[src/rtl/pong_pkg.sv]
// Shared pong constants: VGA 640x480@60 timing, tile geometry and coordinate widths.
// Used by the scan generator and by the game logic that consumes its tile coordinates.
package pong_pkg;

  localparam int VGA_H_ACTIVE = 640;
  localparam int VGA_H_FP     = 16;
  localparam int VGA_H_SYNC   = 96;
  localparam int VGA_H_BP     = 48;
  localparam int VGA_V_ACTIVE = 480;
  localparam int VGA_V_FP     = 10;
  localparam int VGA_V_SYNC   = 2;
  localparam int VGA_V_BP     = 33;

  localparam int VGA_H_TOTAL = VGA_H_ACTIVE + VGA_H_FP + VGA_H_SYNC + VGA_H_BP;
  localparam int VGA_V_TOTAL = VGA_V_ACTIVE + VGA_V_FP + VGA_V_SYNC + VGA_V_BP;

  localparam int GAME_TILE_SHIFT = 4;
  localparam int GAME_WIDTH      = VGA_H_ACTIVE >> GAME_TILE_SHIFT;
  localparam int GAME_HEIGHT     = VGA_V_ACTIVE >> GAME_TILE_SHIFT;

  localparam int COORD_W = 6;
  localparam int CNT_W   = 10;

  typedef logic [COORD_W-1:0] coord_t;
  typedef logic [CNT_W-1:0]   cnt_t;

  function automatic coord_t tileOf(input cnt_t pix, input int shift);
    return coord_t'(pix >> shift);
  endfunction

endpackage

[src/rtl/vga_tile_scan_if.sv]
// Scan outputs handed to the game: tile coordinates, frame strobes and delayed syncs.
// The scan generator drives the master side, the game reads through the slave side.
interface vga_tile_scan_if;
  import pong_pkg::*;

  coord_t o_row;
  coord_t o_col;
  logic   o_active;
  logic   o_frame_start;
  logic   o_frame_tick;
  logic   o_hsync_d;
  logic   o_vsync_d;
  logic   o_active_d;

  modport master (
    output o_row, o_col, o_active, o_frame_start, o_frame_tick,
           o_hsync_d, o_vsync_d, o_active_d
  );

  modport slave (
    input o_row, o_col, o_active, o_frame_start, o_frame_tick,
          o_hsync_d, o_vsync_d, o_active_d
  );
endinterface

[src/rtl/vga_tile_scan_sync_delay.sv]
// N-deep, W-wide shift register whose stages reset to RST_VAL.
// N = 0 degenerates to a straight wire so callers need no special case.
module sync_delay #(
  parameter int             N       = 1,
  parameter int             W       = 1,
  parameter logic [W-1:0]   RST_VAL = '0
) (
  input  logic         i_clk,
  input  logic         i_rst_n,
  input  logic [W-1:0] i_d,
  output logic [W-1:0] o_q
);

  generate
    if (N == 0) begin : g_bypass
      logic w_unused;
      assign w_unused = i_clk ^ i_rst_n;
      assign o_q      = i_d;
    end else begin : g_pipe
      logic [W-1:0] r_stage [N];

      // Every stage resets to the inactive pattern so no stale data survives a reset.
      always_ff @(posedge i_clk or negedge i_rst_n) begin
        if (!i_rst_n) begin
          for (int i = 0; i < N; i++) r_stage[i] <= RST_VAL;
        end else begin
          r_stage[0] <= i_d;
          for (int i = 1; i < N; i++) r_stage[i] <= r_stage[i-1];
        end
      end

      assign o_q = r_stage[N-1];
    end
  endgenerate

endmodule

[src/rtl/vga_tile_scan.sv]
// VGA raster scan producing tile coordinates, frame strobes and syncs delayed
// to line up with the game's registered draw output.
module vga_tile_scan
  import pong_pkg::*;
#(
  parameter int H_ACTIVE     = VGA_H_ACTIVE,
  parameter int H_FP         = VGA_H_FP,
  parameter int H_SYNC       = VGA_H_SYNC,
  parameter int H_BP         = VGA_H_BP,
  parameter int V_ACTIVE     = VGA_V_ACTIVE,
  parameter int V_FP         = VGA_V_FP,
  parameter int V_SYNC       = VGA_V_SYNC,
  parameter int V_BP         = VGA_V_BP,
  parameter int TILE_SHIFT   = GAME_TILE_SHIFT,
  parameter int DRAW_LATENCY = 1
) (
  input  logic            i_clk,
  input  logic            i_rst_n,
  vga_tile_scan_if.master vga
);

  localparam int H_TOTAL = H_ACTIVE + H_FP + H_SYNC + H_BP;
  localparam int V_TOTAL = V_ACTIVE + V_FP + V_SYNC + V_BP;

  generate
    if ((H_ACTIVE >> TILE_SHIFT) > 64) begin : g_err_cols
      $error("vga_tile_scan: H_ACTIVE >> TILE_SHIFT exceeds 64 tile columns");
    end
    if ((V_ACTIVE >> TILE_SHIFT) > 64) begin : g_err_rows
      $error("vga_tile_scan: V_ACTIVE >> TILE_SHIFT exceeds 64 tile rows");
    end
    if ((H_TOTAL > 1024) || (V_TOTAL > 1024)) begin : g_err_totals
      $error("vga_tile_scan: H_TOTAL/V_TOTAL do not fit a 10-bit counter");
    end
    if ((DRAW_LATENCY < 0) || (DRAW_LATENCY > 4)) begin : g_err_latency
      $error("vga_tile_scan: DRAW_LATENCY must be 0..4");
    end
  endgenerate

  localparam cnt_t H_LAST = cnt_t'(H_TOTAL - 1);
  localparam cnt_t V_LAST = cnt_t'(V_TOTAL - 1);
  localparam cnt_t H_ACT  = cnt_t'(H_ACTIVE);
  localparam cnt_t V_ACT  = cnt_t'(V_ACTIVE);
  localparam cnt_t HS_BEG = cnt_t'(H_ACTIVE + H_FP);
  localparam cnt_t HS_END = cnt_t'(H_ACTIVE + H_FP + H_SYNC);
  localparam cnt_t VS_BEG = cnt_t'(V_ACTIVE + V_FP);
  localparam cnt_t VS_END = cnt_t'(V_ACTIVE + V_FP + V_SYNC);

  cnt_t   r_hCnt, r_vCnt;
  coord_t w_row, w_col;
  logic   w_active, w_hsync, w_vsync, w_frameStart, w_frameTick;
  coord_t r_row, r_col;
  logic   r_active, r_hsync, r_vsync, r_frameStart, r_frameTick;
  logic [2:0] w_delayed;

  // Decode of the current counter position; registered below so outputs lag one edge.
  always_comb begin
    w_active     = (r_hCnt < H_ACT) && (r_vCnt < V_ACT);
    w_col        = w_active ? tileOf(r_hCnt, TILE_SHIFT) : '0;
    w_row        = w_active ? tileOf(r_vCnt, TILE_SHIFT) : '0;
    w_hsync      = !((r_hCnt >= HS_BEG) && (r_hCnt < HS_END));
    w_vsync      = !((r_vCnt >= VS_BEG) && (r_vCnt < VS_END));
    w_frameStart = (r_hCnt == '0) && (r_vCnt == '0);
    w_frameTick  = (r_hCnt == '0) && (r_vCnt == V_ACT);
  end

  always_ff @(posedge i_clk or negedge i_rst_n) begin
    if (!i_rst_n) begin
      r_hCnt <= '0;
      r_vCnt <= '0;
    end else if (r_hCnt == H_LAST) begin
      r_hCnt <= '0;
      r_vCnt <= (r_vCnt == V_LAST) ? '0 : r_vCnt + 1'b1;
    end else begin
      r_hCnt <= r_hCnt + 1'b1;
    end
  end

  // Syncs reset high (inactive) so the monitor sees no spurious pulse during reset.
  always_ff @(posedge i_clk or negedge i_rst_n) begin
    if (!i_rst_n) begin
      r_row        <= '0;
      r_col        <= '0;
      r_active     <= 1'b0;
      r_hsync      <= 1'b1;
      r_vsync      <= 1'b1;
      r_frameStart <= 1'b0;
      r_frameTick  <= 1'b0;
    end else begin
      r_row        <= w_row;
      r_col        <= w_col;
      r_active     <= w_active;
      r_hsync      <= w_hsync;
      r_vsync      <= w_vsync;
      r_frameStart <= w_frameStart;
      r_frameTick  <= w_frameTick;
    end
  end

  sync_delay #(
    .N       (DRAW_LATENCY),
    .W       (3),
    .RST_VAL (3'b110)
  ) u_sync_delay (
    .i_clk   (i_clk),
    .i_rst_n (i_rst_n),
    .i_d     ({r_hsync, r_vsync, r_active}),
    .o_q     (w_delayed)
  );

  assign vga.o_row         = r_row;
  assign vga.o_col         = r_col;
  assign vga.o_active      = r_active;
  assign vga.o_frame_start = r_frameStart;
  assign vga.o_frame_tick  = r_frameTick;
  assign vga.o_hsync_d     = w_delayed[2];
  assign vga.o_vsync_d     = w_delayed[1];
  assign vga.o_active_d    = w_delayed[0];

endmodule

[src/flat_wrapper.sv]
// flat-port wrapper written by rule: the top's interface ports become plain ports
module vga_tile_scan_flat import pong_pkg::*;
#(
  parameter int H_ACTIVE     = VGA_H_ACTIVE,
  parameter int H_FP         = VGA_H_FP,
  parameter int H_SYNC       = VGA_H_SYNC,
  parameter int H_BP         = VGA_H_BP,
  parameter int V_ACTIVE     = VGA_V_ACTIVE,
  parameter int V_FP         = VGA_V_FP,
  parameter int V_SYNC       = VGA_V_SYNC,
  parameter int V_BP         = VGA_V_BP,
  parameter int TILE_SHIFT   = GAME_TILE_SHIFT,
  parameter int DRAW_LATENCY = 1
)
  (i_clk, i_rst_n, vga_o_row, vga_o_col, vga_o_active, vga_o_frame_start, vga_o_frame_tick, vga_o_hsync_d, vga_o_vsync_d, vga_o_active_d);
  vga_tile_scan_if vga_i ();
  input  logic i_clk;
  input  logic i_rst_n;
  output wire logic [$bits(vga_i.o_row)-1:0] vga_o_row;
  output wire logic [$bits(vga_i.o_col)-1:0] vga_o_col;
  output wire logic [$bits(vga_i.o_active)-1:0] vga_o_active;
  output wire logic [$bits(vga_i.o_frame_start)-1:0] vga_o_frame_start;
  output wire logic [$bits(vga_i.o_frame_tick)-1:0] vga_o_frame_tick;
  output wire logic [$bits(vga_i.o_hsync_d)-1:0] vga_o_hsync_d;
  output wire logic [$bits(vga_i.o_vsync_d)-1:0] vga_o_vsync_d;
  output wire logic [$bits(vga_i.o_active_d)-1:0] vga_o_active_d;
  assign vga_o_row = vga_i.o_row;
  assign vga_o_col = vga_i.o_col;
  assign vga_o_active = vga_i.o_active;
  assign vga_o_frame_start = vga_i.o_frame_start;
  assign vga_o_frame_tick = vga_i.o_frame_tick;
  assign vga_o_hsync_d = vga_i.o_hsync_d;
  assign vga_o_vsync_d = vga_i.o_vsync_d;
  assign vga_o_active_d = vga_i.o_active_d;
  vga_tile_scan #(.H_ACTIVE(H_ACTIVE), .H_FP(H_FP), .H_SYNC(H_SYNC), .H_BP(H_BP), .V_ACTIVE(V_ACTIVE), .V_FP(V_FP), .V_SYNC(V_SYNC), .V_BP(V_BP), .TILE_SHIFT(TILE_SHIFT), .DRAW_LATENCY(DRAW_LATENCY)) u_core (.i_clk(i_clk), .i_rst_n(i_rst_n), .vga(vga_i));
endmodule
[config.mk]
export PLATFORM = sky130hd
export DESIGN_NAME = vga_tile_scan_flat
export DESIGN_NICKNAME = d
export VERILOG_FILES = /design/src/rtl/pong_pkg.sv /design/src/rtl/vga_tile_scan_if.sv /design/src/rtl/vga_tile_scan_sync_delay.sv /design/src/rtl/vga_tile_scan.sv /design/src/flat_wrapper.sv
export SDC_FILE = /design/constraint.sdc
export NUM_CORES = 1
export LEC_CHECK = 0
export CORE_MARGIN = 2
export CORE_UTILIZATION = 45
export DETAILED_ROUTE_END_ITERATION = 8
export GPL_ROUTABILITY_DRIVEN = 0
export GPL_TIMING_DRIVEN = 0
export PLACE_DENSITY = 0.66
export RECOVER_POWER = 50
export SLEW_MARGIN = 40
export SYNTH_ARGS = -nofsm -noshare
export SYNTH_HDL_FRONTEND = slang
export SYNTH_SLANG_ARGS = --single-unit
[constraint.sdc]
create_clock -name i_clk -period 2.25 [get_ports i_clk]
set_clock_uncertainty 0.15 [all_clocks]
set_input_delay 0.3375 -clock i_clk [delete_from_list [all_inputs] [get_ports i_clk]]
set_output_delay 0.3375 -clock i_clk [all_outputs]
set_load 0.01 [all_outputs]
* Word level (Yosys, flattened, before mapping)
Cells that the tools add are included.
Widths: inputs -> output; s select.
** Cells by class
- Magnitude comparators :: 6
- Mux-type cells :: 4
- Equality and inequality tests :: 3
- Reduce and logical (&&, ||, !) cells :: 9
- Add/subtract/negate cells :: 2
** Operators with widths (number)
- $add 10x1->10 const B :: 2
- $eq 10x10->1 const B :: 2
- $logic_not 10->1 :: 2
- $lt 10x10->1 const B :: 2
- $lt 10x9->1 const B :: 2
- $mux 10 :: 2
- $mux 6 :: 2
- $eq 10x9->1 const B :: 1
- $ge 10x10->1 const B :: 1
- $ge 10x9->1 const B :: 1
- $logic_and 1x1->1 :: 5
- $logic_not 1->1 :: 2
** Word-level totals
- Input port bits :: 2
- Word-level logic and storage cells :: 34
- Output and inout port bits :: 18
- Bits in registers :: 40

* Longest topological paths before layout
Gate-level depths: netlist (run 1).
- Depth after elaboration :: 3
- Depth in mapped cells :: 6
- Gate-level depth less buffers :: 6

* Cells and area by module
A second synthesis (run 1) with hierarchy kept.
** Second synthesis, totals
- Cell total of the unflattened synthesis :: 143
- Area total of the unflattened synthesis :: 1667.8 µm²
** Modules (own cells, without submodules)
- vga_tile_scan :: cells an instance 140, sequential area each 928.4 µm², instances 1, area each 1590.3 µm²
- sync_delay :: cells an instance 3, sequential area each 77.6 µm², instances 1, area each 77.6 µm²

* Worst setup path before layout (run 1)
No wires, ideal clock.
- Path kind :: flip-flop to flip-flop
- Start point :: reg u_core.r_hCnt[0]
- End point :: reg u_core.r_vCnt[4]
- Path slack :: 0.342 ns
- Arrival time :: 1.633 ns
- Period minus slack after synthesis :: 1.908 ns
- Library setup time :: 0.125 ns
- Data required time :: 1.975 ns
- Stages on the path, launching flop included :: 6
- Path buffers :: 0
- Cell sequence :: dfrtp_1 > ha_1 > and4_4 > nand4_4 > or3_1 > mux2_4
** On the way
- Word-level cells in the longest chain between the ends :: 1
** RTL lines
- start, declared :: RTL line vga_tile_scan.sv:49 : cnt_t r_hCnt, r_vCnt;
- start signal, assigned :: RTL line vga_tile_scan.sv:75 : r_hCnt <= r_hCnt + 1'b1;
- $eq 10x10->1 :: RTL line vga_tile_scan.sv:71 : end else if (r_hCnt == H_LAST) begin
- end signal, assigned :: RTL line vga_tile_scan.sv:73 : r_vCnt <= (r_vCnt == V_LAST) ? '0 : r_vCnt + 1'b1;
- end, declared :: RTL line vga_tile_scan.sv:49
Every way passes these cells.
A chain may end at the register's enable or synchronous reset.

* Worst setup path after layout (run 1)
Ends and elaborated chain as after synthesis.

==> results of run 1 <==
where the power goes:
part | switching, mW | internal [mW] | leakage [nW]
sequential | 0.000226 | 0.720 | 0.508
clock | 0.224 | 0.244 | 0.0510
combinational | 0.0138 | 0.00321 | 0.367
per-stage QoR:
stage	power (mW)	instance area (sq um)	hold WS (ns)	setup slack [ns]	util [%]
6_report	1.21	2080	0.211	0.241	56.8
2_1_floorplan	0.735	1730	-0.108	0.342	-
3_5_place_dp	0.751	1970	0.186	0.152	53.9
4_1_cts	1.22	2080	0.213	0.125	56.7
5_1_grt	1.26	2080	0.218	0.173	56.8
3_3_place_gp	0.752	1980	0.196	-0.196	54.0
sequential cells by signal, indices dropped and copies added, names as in the netlist:
signal,count
u_core.vga.o_row,6
u_core.vga.o_frame_start,1
u_core.vga.o_col,6
u_core.u_sync_delay.o_q,3
u_core.r_hsync,1
u_core.r_hCnt,10
u_core.vga.o_active,1
u_core.r_vCnt,10
u_core.r_vsync,1
u_core.vga.o_frame_tick,1
worst max path at each step:
stage	to	slack, ns	depth (start not counted)
after floorplan	u_core.r_vCnt[4]$_DFFE_PN0N_	0.34	5
after global placement	u_core.r_vCnt[3]$_DFFE_PN0N_	-0.20	1
after detailed placement	u_core.r_vCnt[0]$_DFFE_PN0N_	0.15	5
after CTS	u_core.r_vCnt[0]$_DFFE_PN0N_	0.13	5
after global routing	u_core.r_vCnt[0]$_DFFE_PN0N_	0.17	5
final	u_core.r_vCnt[4]$_DFFE_PN0N_	0.24	5
layout make-up:
type                    count  area [sq um]  share of cell area (%)
plain buffers               8          47.5                    2.29
well taps                  48          60.1                    2.89
multi-input cells          98           658                    31.7
clock inverters             2          10.0                   0.482
clock buffers               6          82.6                    3.97
repair buffers             20           195                    9.39
inverters                   5          18.8                   0.903
flip-flops and latches     40          1010                    48.4
kinds of logic (layout without fill, tap and decap cells):
logic type                 after synthesis  count (layout)  synth area share [%]
DFF                                     40              40                  58.3
muxes                                    3               3                  2.10
xor gates and xnor gates                 9               9                  4.57
buffers and inverters                   13              41                  3.84
adders and majority gates                4               4                  2.90
AOI/OAI and AO/OA                       12              12                  4.13
other                                    1               1                 0.217
and+or+nand+nor                         69              69                  23.9
placed cells by master, fill, tap and decap left out, types with 2 or more instances in the layout:
| cell type | count |
|---|---|
| dfrtp_1 | 36 |
| clkdlybuf4s50_1 | 18 |
| and2_1 | 10 |
| nand2_1 | 10 |
| nor2_1 | 9 |
| nand3_1 | 8 |
| o21ai_0 | 7 |
| clkbuf_8 | 7 |
| nor3_1 | 6 |
| inv_1 | 5 |
| nand4_1 | 5 |
| xor2_1 | 5 |
| xnor2_1 | 4 |
| nor4_1 | 4 |
| ha_1 | 4 |
| dfstp_2 | 4 |
| clkbuf_1 | 3 |
| nor4b_1 | 3 |
| clkbuf_2 | 2 |
| a21oi_1 | 2 |
| or3_1 | 2 |
| buf_2 | 2 |
| clkinv_2 | 2 |
worst max-delay path, cell delays in order, from the launching register on:
cell and delay (ns):
dfrtp_1 0.40, ha_1 0.22, and4_4 0.29, nand4_4 0.14, or3_1 0.39, mux2_4 0.30
per-layer routing:
metal	share of wire [%]	vias up
met1	48	557
li1	-	572
met2	47	21
met3	3.4	5
met4	1.4	0
met5	0	-
repair_timing:
item	4_1_cts	5_1_grt
hold buffers	1	0
setup endpoints to repair	0	5
resized for setup	0	1
endpoints found under the hold margin	36	0
==> metrics.txt, run 1 <==
outcome completed; Tcrit/Tclk final 89.3%; Async SR Flop Fraction 100%; die width 65.9 um; Layout Nets 184; vias in the first global route 1066; CTS Sinks 40; leading area contributor after synthesis dfrtp_1; Die H 65.9 um; core area 3660 sq um; share of cells above drive strength 1 14.5%; met1 Usage GRT 18.5%; I/O pins 20; CP startpoint u_core.r_hCnt[0]$_DFF_PN0_; Worst R2R Setup Slack 0.24 ns; GRT Util Overall 14.7%; Hold WC Path Type reg2reg; pwr/cell area 580 nW/um^2; final hold vios 0; Synth Register Bits 40; WL final 2.76 mm; DR vias 1155; pins over their slew limit 0; Post-synth EDFFs 0; f_max 498 MHz; clock-pin slew on the worst setup and hold paths 0.07 ns; Post-Syn Nets 157; Final Critical Period 2.01 ns; Setup crit end kind flip-flop; Final Instance Count excl. Fillers 227; CP arrival 2.03 ns; GR Util met3 3.58%; total grt overflow 0; Initial Util 47.1%; WS Path Type reg2reg; hold_sp u_core.r_hsync$_DFF_PN1_; H-tree depth 2; Ys Warns 0; clk_lat worst skew 0.28 ns; Setup Viol. Count Final 0; routed len/inst 12.1 um; Longest Clk Path Bufs 2; CTS root buf clkbuf_8; Cells after Synth 151; # port buffers 19; max-cap viol count 0; synth top area cells dfrtp_1, dfstp_2, and2_1; Least-Margin Pin Slew 0.932 ns; number of DRC markers in iteration 0 55; cts bufs inserted 5; reg2reg start u_core.r_hCnt[0]$_DFF_PN0_; first-pass GRT wire length 4.79 mm; Via-to-Cell Ratio 5.09; num rows 22; DRT antenna net count 0; Antenna diodes 0; share of the synthesized area in the top cell type 52.2%; Crit Path Max Fanout 7; met2 Usage GRT 24.0%; most frequent cell after synthesis dfrtp_1; setup_tns 0 ns; top cells by count, synth dfrtp_1, and2_1, nand2_1; Layout area overhead 20.4%; initial antenna violation count 0; # DRC 0; R2R depth 5; DP Wirelength 1.95 mm; First-pass DRT Iterations 4; largest net degree at the start of global routing 41; RSZ-0062 raised after global routing no; Leak 0.925 nW; Die Area 4350 sq um; Top Usage Layer GRT met2; setup bufs post-CTS 0; Startpoint Class flip-flop; fillers 310; Post-Syn Area 1730 sq um; dpl cells 218; Worst Hold Path Cells 0; Slew headroom 37.9%; clock tree from TritonCTS yes; ys flop type dfrtp_1; register area share after synthesis 58.3%; Hold Path End u_core.u_sync_delay.o_q[2]$_DFF_PN1_; Critical Path RT 2.27 ns; VDD IR max 0.230 mV; Synth cell types 41; Avg Inst Size Synth 11.4 sq um; FF-to-FF End u_core.r_vCnt[4]$_DFFE_PN0N_
Power figures use the tool's default switching activity.
==> run 2: changes to the inputs <==
--- a/config.mk
+++ b/config.mk
@@ -12,7 +12,7 @@
 export GPL_TIMING_DRIVEN = 0
 export PLACE_DENSITY = 0.66
 export RECOVER_POWER = 50
-export SLEW_MARGIN = 40
+export SLEW_MARGIN = 10
 export SYNTH_ARGS = -nofsm -noshare
 export SYNTH_HDL_FRONTEND = slang
 export SYNTH_SLANG_ARGS = --single-unit
==> run 2 against run 1 <==
Clock power about the same. Wire length up 0.40%. Die area is the same. Global-route usage is essentially flat. Largest cell class unchanged. First-iteration DRC count increased by 47%. Via count rose by 2.2%. Non-clock buffer count grew 1. Sequential power hardly changed.
==> metrics.txt, run 2 (synthesis results as in run 1) <==
FF-to-FF End u_core.r_vCnt[4]$_DFFE_PN0N_; share of cells above drive strength 1 14.4%; Least-Margin Pin Slew 0.683 ns; Antenna diodes 0; Worst Hold Path Cells 0; Slew headroom 54.5%; Final Instance Count excl. Fillers 228; Hold WC Path Type reg2reg; capture point of the worst path u_core.r_vCnt[4]$_DFFE_PN0N_; setup bufs post-CTS 0; fin area 2080 sq um; largest net degree at the start of global routing 30; Largest regs u_core.r_hCnt x10, u_core.r_vCnt x10; DP Area 1990 sq um; First-pass DRT Iterations 4; vias in the first global route 1084; Die Area 4350 sq um; num rows 22; CP startpoint u_core.r_hCnt[0]$_DFF_PN0_; Critical Path RT 2.26 ns; commonest non-fill, non-tap cell in the layout dfrtp_1; max-cap viol count 0; worst hold slack 0.212 ns; pwr/cell area 578 nW/um^2; core area 3660 sq um; Tcrit/Tclk final 89.3%; H-tree depth 2; WS Path Type reg2reg; Worst R2R Setup Slack 0.24 ns; CTS root buf clkbuf_8; dpl cells 219; Startpoint Class flip-flop; Setup Viol. Count Final 0; Via-to-Cell Ratio 5.18; # port buffers 19; Power Total 1.20 mW; Final Critical Period 2.01 ns; pins over their slew limit 0; RSZ-0062 raised after global routing no; CP arrival 2.02 ns; clock-pin slew on the worst setup and hold paths 0.07 ns; DR vias 1180; R2R depth 5; # DRC 0; clk_lat worst skew 0.28 ns; Layout area overhead 20.7%; Die H 65.9 um; Initial Util 47.1%; Crit Path Max Fanout 7; number of DRC markers in iteration 0 81; routed len/inst 12.1 um; CTS Sinks 40; cts bufs inserted 5; VDD IR max 0.269 mV; fillers 308; GRT Util Overall 14.7%; commonest cells after routing, fill and taps aside dfrtp_1, clkdlybuf4s50_1, and2_1, nand2_1, nor2_1; first-pass GRT wire length 4.87 mm; f_max 497 MHz; Longest Clk Path Bufs 2; initial antenna violation count 0; Setup crit end kind flip-flop; final hold vios 0; total grt overflow 0; Layout Nets 185; DP Wirelength 1.99 mm; DRT antenna net count 0; WL final 2.77 mm; I/O pins 20; die width 65.9 um; outcome completed; reg2reg start u_core.r_hCnt[0]$_DFF_PN0_; clock tree from TritonCTS yes; Leak 0.926 nW
-- run 2: changes by cell type in the layout (fill, tap and decap cells not counted), sizes merged --
cell    delta
clkbuf     +1
-- run 2: worst min-delay path by stage --
| stage | from | end |
|---|---|---|
| 2_1_floorplan | i_rst_n | u_core.r_hCnt[0]$_DFF_PN0_ |
| 3_3_place_gp | u_core.r_hsync$_DFF_PN1_ | u_core.u_sync_delay.o_q[2]$_DFF_PN1_ |
| 3_5_place_dp | i_rst_n | u_core.vga.o_col[1]$_DFF_PN0_ |
| 4_1_cts | u_core.r_hsync$_DFF_PN1_ | u_core.u_sync_delay.o_q[2]$_DFF_PN1_ |
| 5_1_grt | u_core.r_vsync$_DFF_PN1_ | u_core.u_sync_delay.o_q[1]$_DFF_PN1_ |
| 6_report | u_core.r_hsync$_DFF_PN1_ | u_core.u_sync_delay.o_q[2]$_DFF_PN1_ |
-- run 2: layout make-up --
cell class	count	area, sq um	area share (%)
inverter	5	18.8	0.901
multi-input combinational	98	658	31.6
tap	48	60.1	2.88
buffer	8	47.5	2.28
clock inverter	2	10.0	0.481
clock buffer	6	82.6	3.97
sequential	40	1010	48.3
timing repair buffer	21	199	9.56
-- run 2: timing repair --
| item | 4_1_cts | 5_1_grt |
|---|---|---|
| gates resized for setup | 0 | 1 |
| setup endpoints to repair | 0 | 5 |
| hold buffers | 1 | 0 |
| hold endpoints to repair | 11 | 0 |
-- run 2: routing by layer --
layer | up-vias | track usage (%) | part of all wire, %
li1 | 577 | - | -
met1 | 573 | 18.9 | 47
met2 | 28 | 23.6 | 48
met3 | 2 | 3.92 | 4.7
met4 | 0 | 5.73 | 0.69
met5 | - | 0 | 0
-- run 2: power breakdown --
part / internal [mW] / leakage [nW] / switching (mW)
combinational: 0.00357 / 0.368 / 0.0142
sequential: 0.720 / 0.508 / 0.000209
clock: 0.244 / 0.0510 / 0.222
-- run 2: per-stage QoR --
step | setup WS, ns | util [%] | TNS, ns
floorplan | 0.342 | - | 0
global route | 0.120 | 56.9 | 0
detailed placement | 0.0973 | 54.4 | 0
global placement | -0.196 | 54.0 | -6.98
CTS | 0.0744 | 57.2 | 0
finish | 0.240 | 56.9 | 0
-- run 2: worst max-delay path: stages (launching register included) --
cell	delay, ns
dfrtp_1	0.41
ha_1	0.23
and4_4	0.28
nand4_4	0.14
or3_1	0.39
mux2_4	0.30
==> run 3: changes to the inputs <==
--- a/config.mk
+++ b/config.mk
@@ -12,6 +12,7 @@
 export GPL_TIMING_DRIVEN = 0
 export PLACE_DENSITY = 0.66
 export RECOVER_POWER = 50
+export SKIP_CTS_REPAIR_TIMING = 1
 export SLEW_MARGIN = 10
 export SYNTH_ARGS = -nofsm -noshare
 export SYNTH_HDL_FRONTEND = slang
==> constraint.sdc (replaced) <==
create_clock -name i_clk -period 2.6 [get_ports i_clk]
set_clock_uncertainty 0.15 [all_clocks]
set_input_delay 0.39 -clock i_clk [delete_from_list [all_inputs] [get_ports i_clk]]
set_output_delay 0.39 -clock i_clk [all_outputs]
set_load 0.01 [all_outputs]
==> run 3 against run 2 <==
Combinational power down 13%. Die area unchanged. Worst hold slack unchanged. First-iteration DRC count down 3.7%. Wire length down 0.40%. Via count up 0.51%. Sequential cell count unchanged. Setup slack better by 0.21 ns.
==> metrics.txt, run 3 (synthesis results as in run 1) <==
outcome completed; RSZ-0062 raised after global routing no; crit path cell chain clkbuf_1 > nor4_1 > nor3b_1 > o21ai_0 > a32o_1; crit-path leading delay family simple AND/OR/NAND/NOR gates; Antenna diodes 0; Layout area overhead 20.2%; vias in the first global route 1084; Setup crit end kind flip-flop; cts bufs inserted 5; Leak 0.923 nW; Startpoint Class flip-flop; WL final 2.76 mm; Setup Viol. Count Final 0; hold_sp u_core.r_hsync$_DFF_PN1_; fin area 2070 sq um; Critical Path RT 2.62 ns; clock-pin slew on the worst setup and hold paths 0.07 ns; I/O pins 20; critical path's slowest cell nor3b_1; core area 3660 sq um; VDD IR max 0.231 mV; CP startpoint u_core.r_vCnt[5]$_DFFE_PN0N_; f_max 465 MHz; CTS Sinks 40; CP bufs+invs 1; DR vias 1186; initial antenna violation count 0; clock tree from TritonCTS yes; CTS root buf clkbuf_8; clk_lat worst skew 0.28 ns; Final Critical Period 2.15 ns; die width 65.9 um; WS Path Type reg2reg; GRT Util Overall 14.7%; # port buffers 19; max-cap viol count 0; final hold vios 0; Die Area 4350 sq um; Crit Path Max Fanout 7; pins over their slew limit 0; Multi-input gate area 651 sq um; Initial Util 47.1%; max incr delay on CP 0.59 ns; num rows 22; Layout Nets 185; H-tree depth 2; total grt overflow 0; # DRC 0; commonest non-fill, non-tap cell in the layout dfrtp_1; number of DRC markers in iteration 0 78; DRT antenna net count 0; post-layout util 56.7%; DP Area 1990 sq um; reg2reg start u_core.r_vCnt[5]$_DFFE_PN0N_; share of cells above drive strength 1 13.3%; Largest regs u_core.r_hCnt x10, u_core.r_vCnt x10; Via-to-Cell Ratio 5.20; Register Area 1010 sq um; Tcrit/Tclk final 82.8%; setup_tns 0 ns; first-pass GRT wire length 4.87 mm; Least-Margin Pin Slew 0.680 ns; Longest Clk Path Bufs 2; routed len/inst 12.1 um; Slew headroom 54.7%; pwr/cell area 502 nW/um^2; Hold WC Path Type reg2reg; largest net degree at the start of global routing 30; CP arrival 2.17 ns; First-pass DRT Iterations 4; DP Wirelength 1.99 mm; commonest cells after routing, fill and taps aside dfrtp_1, clkdlybuf4s50_1, and2_1, nand2_1, nor2_1; Die H 65.9 um; Power Total 1.04 mW; fillers 308
run 3: cell count changes in the layout (fill, tap and decap cells not counted):
cell     change
and4_1       +1
and4_4       -1
nor3b_1      +1
nor3b_2      -1
run 3: power breakdown:
group | internal, mW | switching [mW]
Combinational | 0.00309 | 0.0123
Sequential | 0.623 | 0.000181
Clock | 0.211 | 0.191
Total | 0.838 | 0.204
run 3: routing by layer:
metal	global-route usage (%)	wire [um]	vias to the layer above
met5	0	0	-
met4	5.73	19	0
met3	4.09	113	2
met2	23.6	1330	25
met1	18.8	1300	580
li1	-	-	579
run 3: path summary, 6_finish.rpt:
check | cells past startpoint | slack (ns) | end
hold reg to reg | 0 | 0.21 | u_core.u_sync_delay.o_q[2]$_DFF_PN1_
min in group asynchronous | 2 | 0.48 | u_core.r_hCnt[7]$_DFF_PN0_
setup reg to reg | 5 | 0.45 | u_core.r_vCnt[9]$_DFFE_PN0N_
max in group asynchronous | 3 | 0.74 | u_core.u_sync_delay.o_q[0]$_DFF_PN0_
setup / recovery | 5 | 0.45 | u_core.r_vCnt[9]$_DFFE_PN0N_
hold / removal | 0 | 0.21 | u_core.u_sync_delay.o_q[2]$_DFF_PN1_
run 3: cell type report:
| cell class | count | share of cell area [%] |
|---|---|---|
| flip-flops and latches | 40 | 48.5 |
| multi-input cells | 98 | 31.4 |
| repair buffers | 21 | 9.59 |
| clock buffers | 6 | 3.98 |
| well taps | 48 | 2.90 |
| plain buffers | 8 | 2.29 |
| inverters | 5 | 0.905 |
| clock inverters | 2 | 0.483 |
run 3: through the flow:
step                      hold slack [ns]  std cells  worst slack [ns]
after floorplan                   -0.0556        151             0.692
after global placement              0.196        218             0.101
after detailed placement            0.138        219             0.447
after CTS                          -0.165        227             0.424
after global routing                0.218        228             0.205
final                               0.212        228             0.447
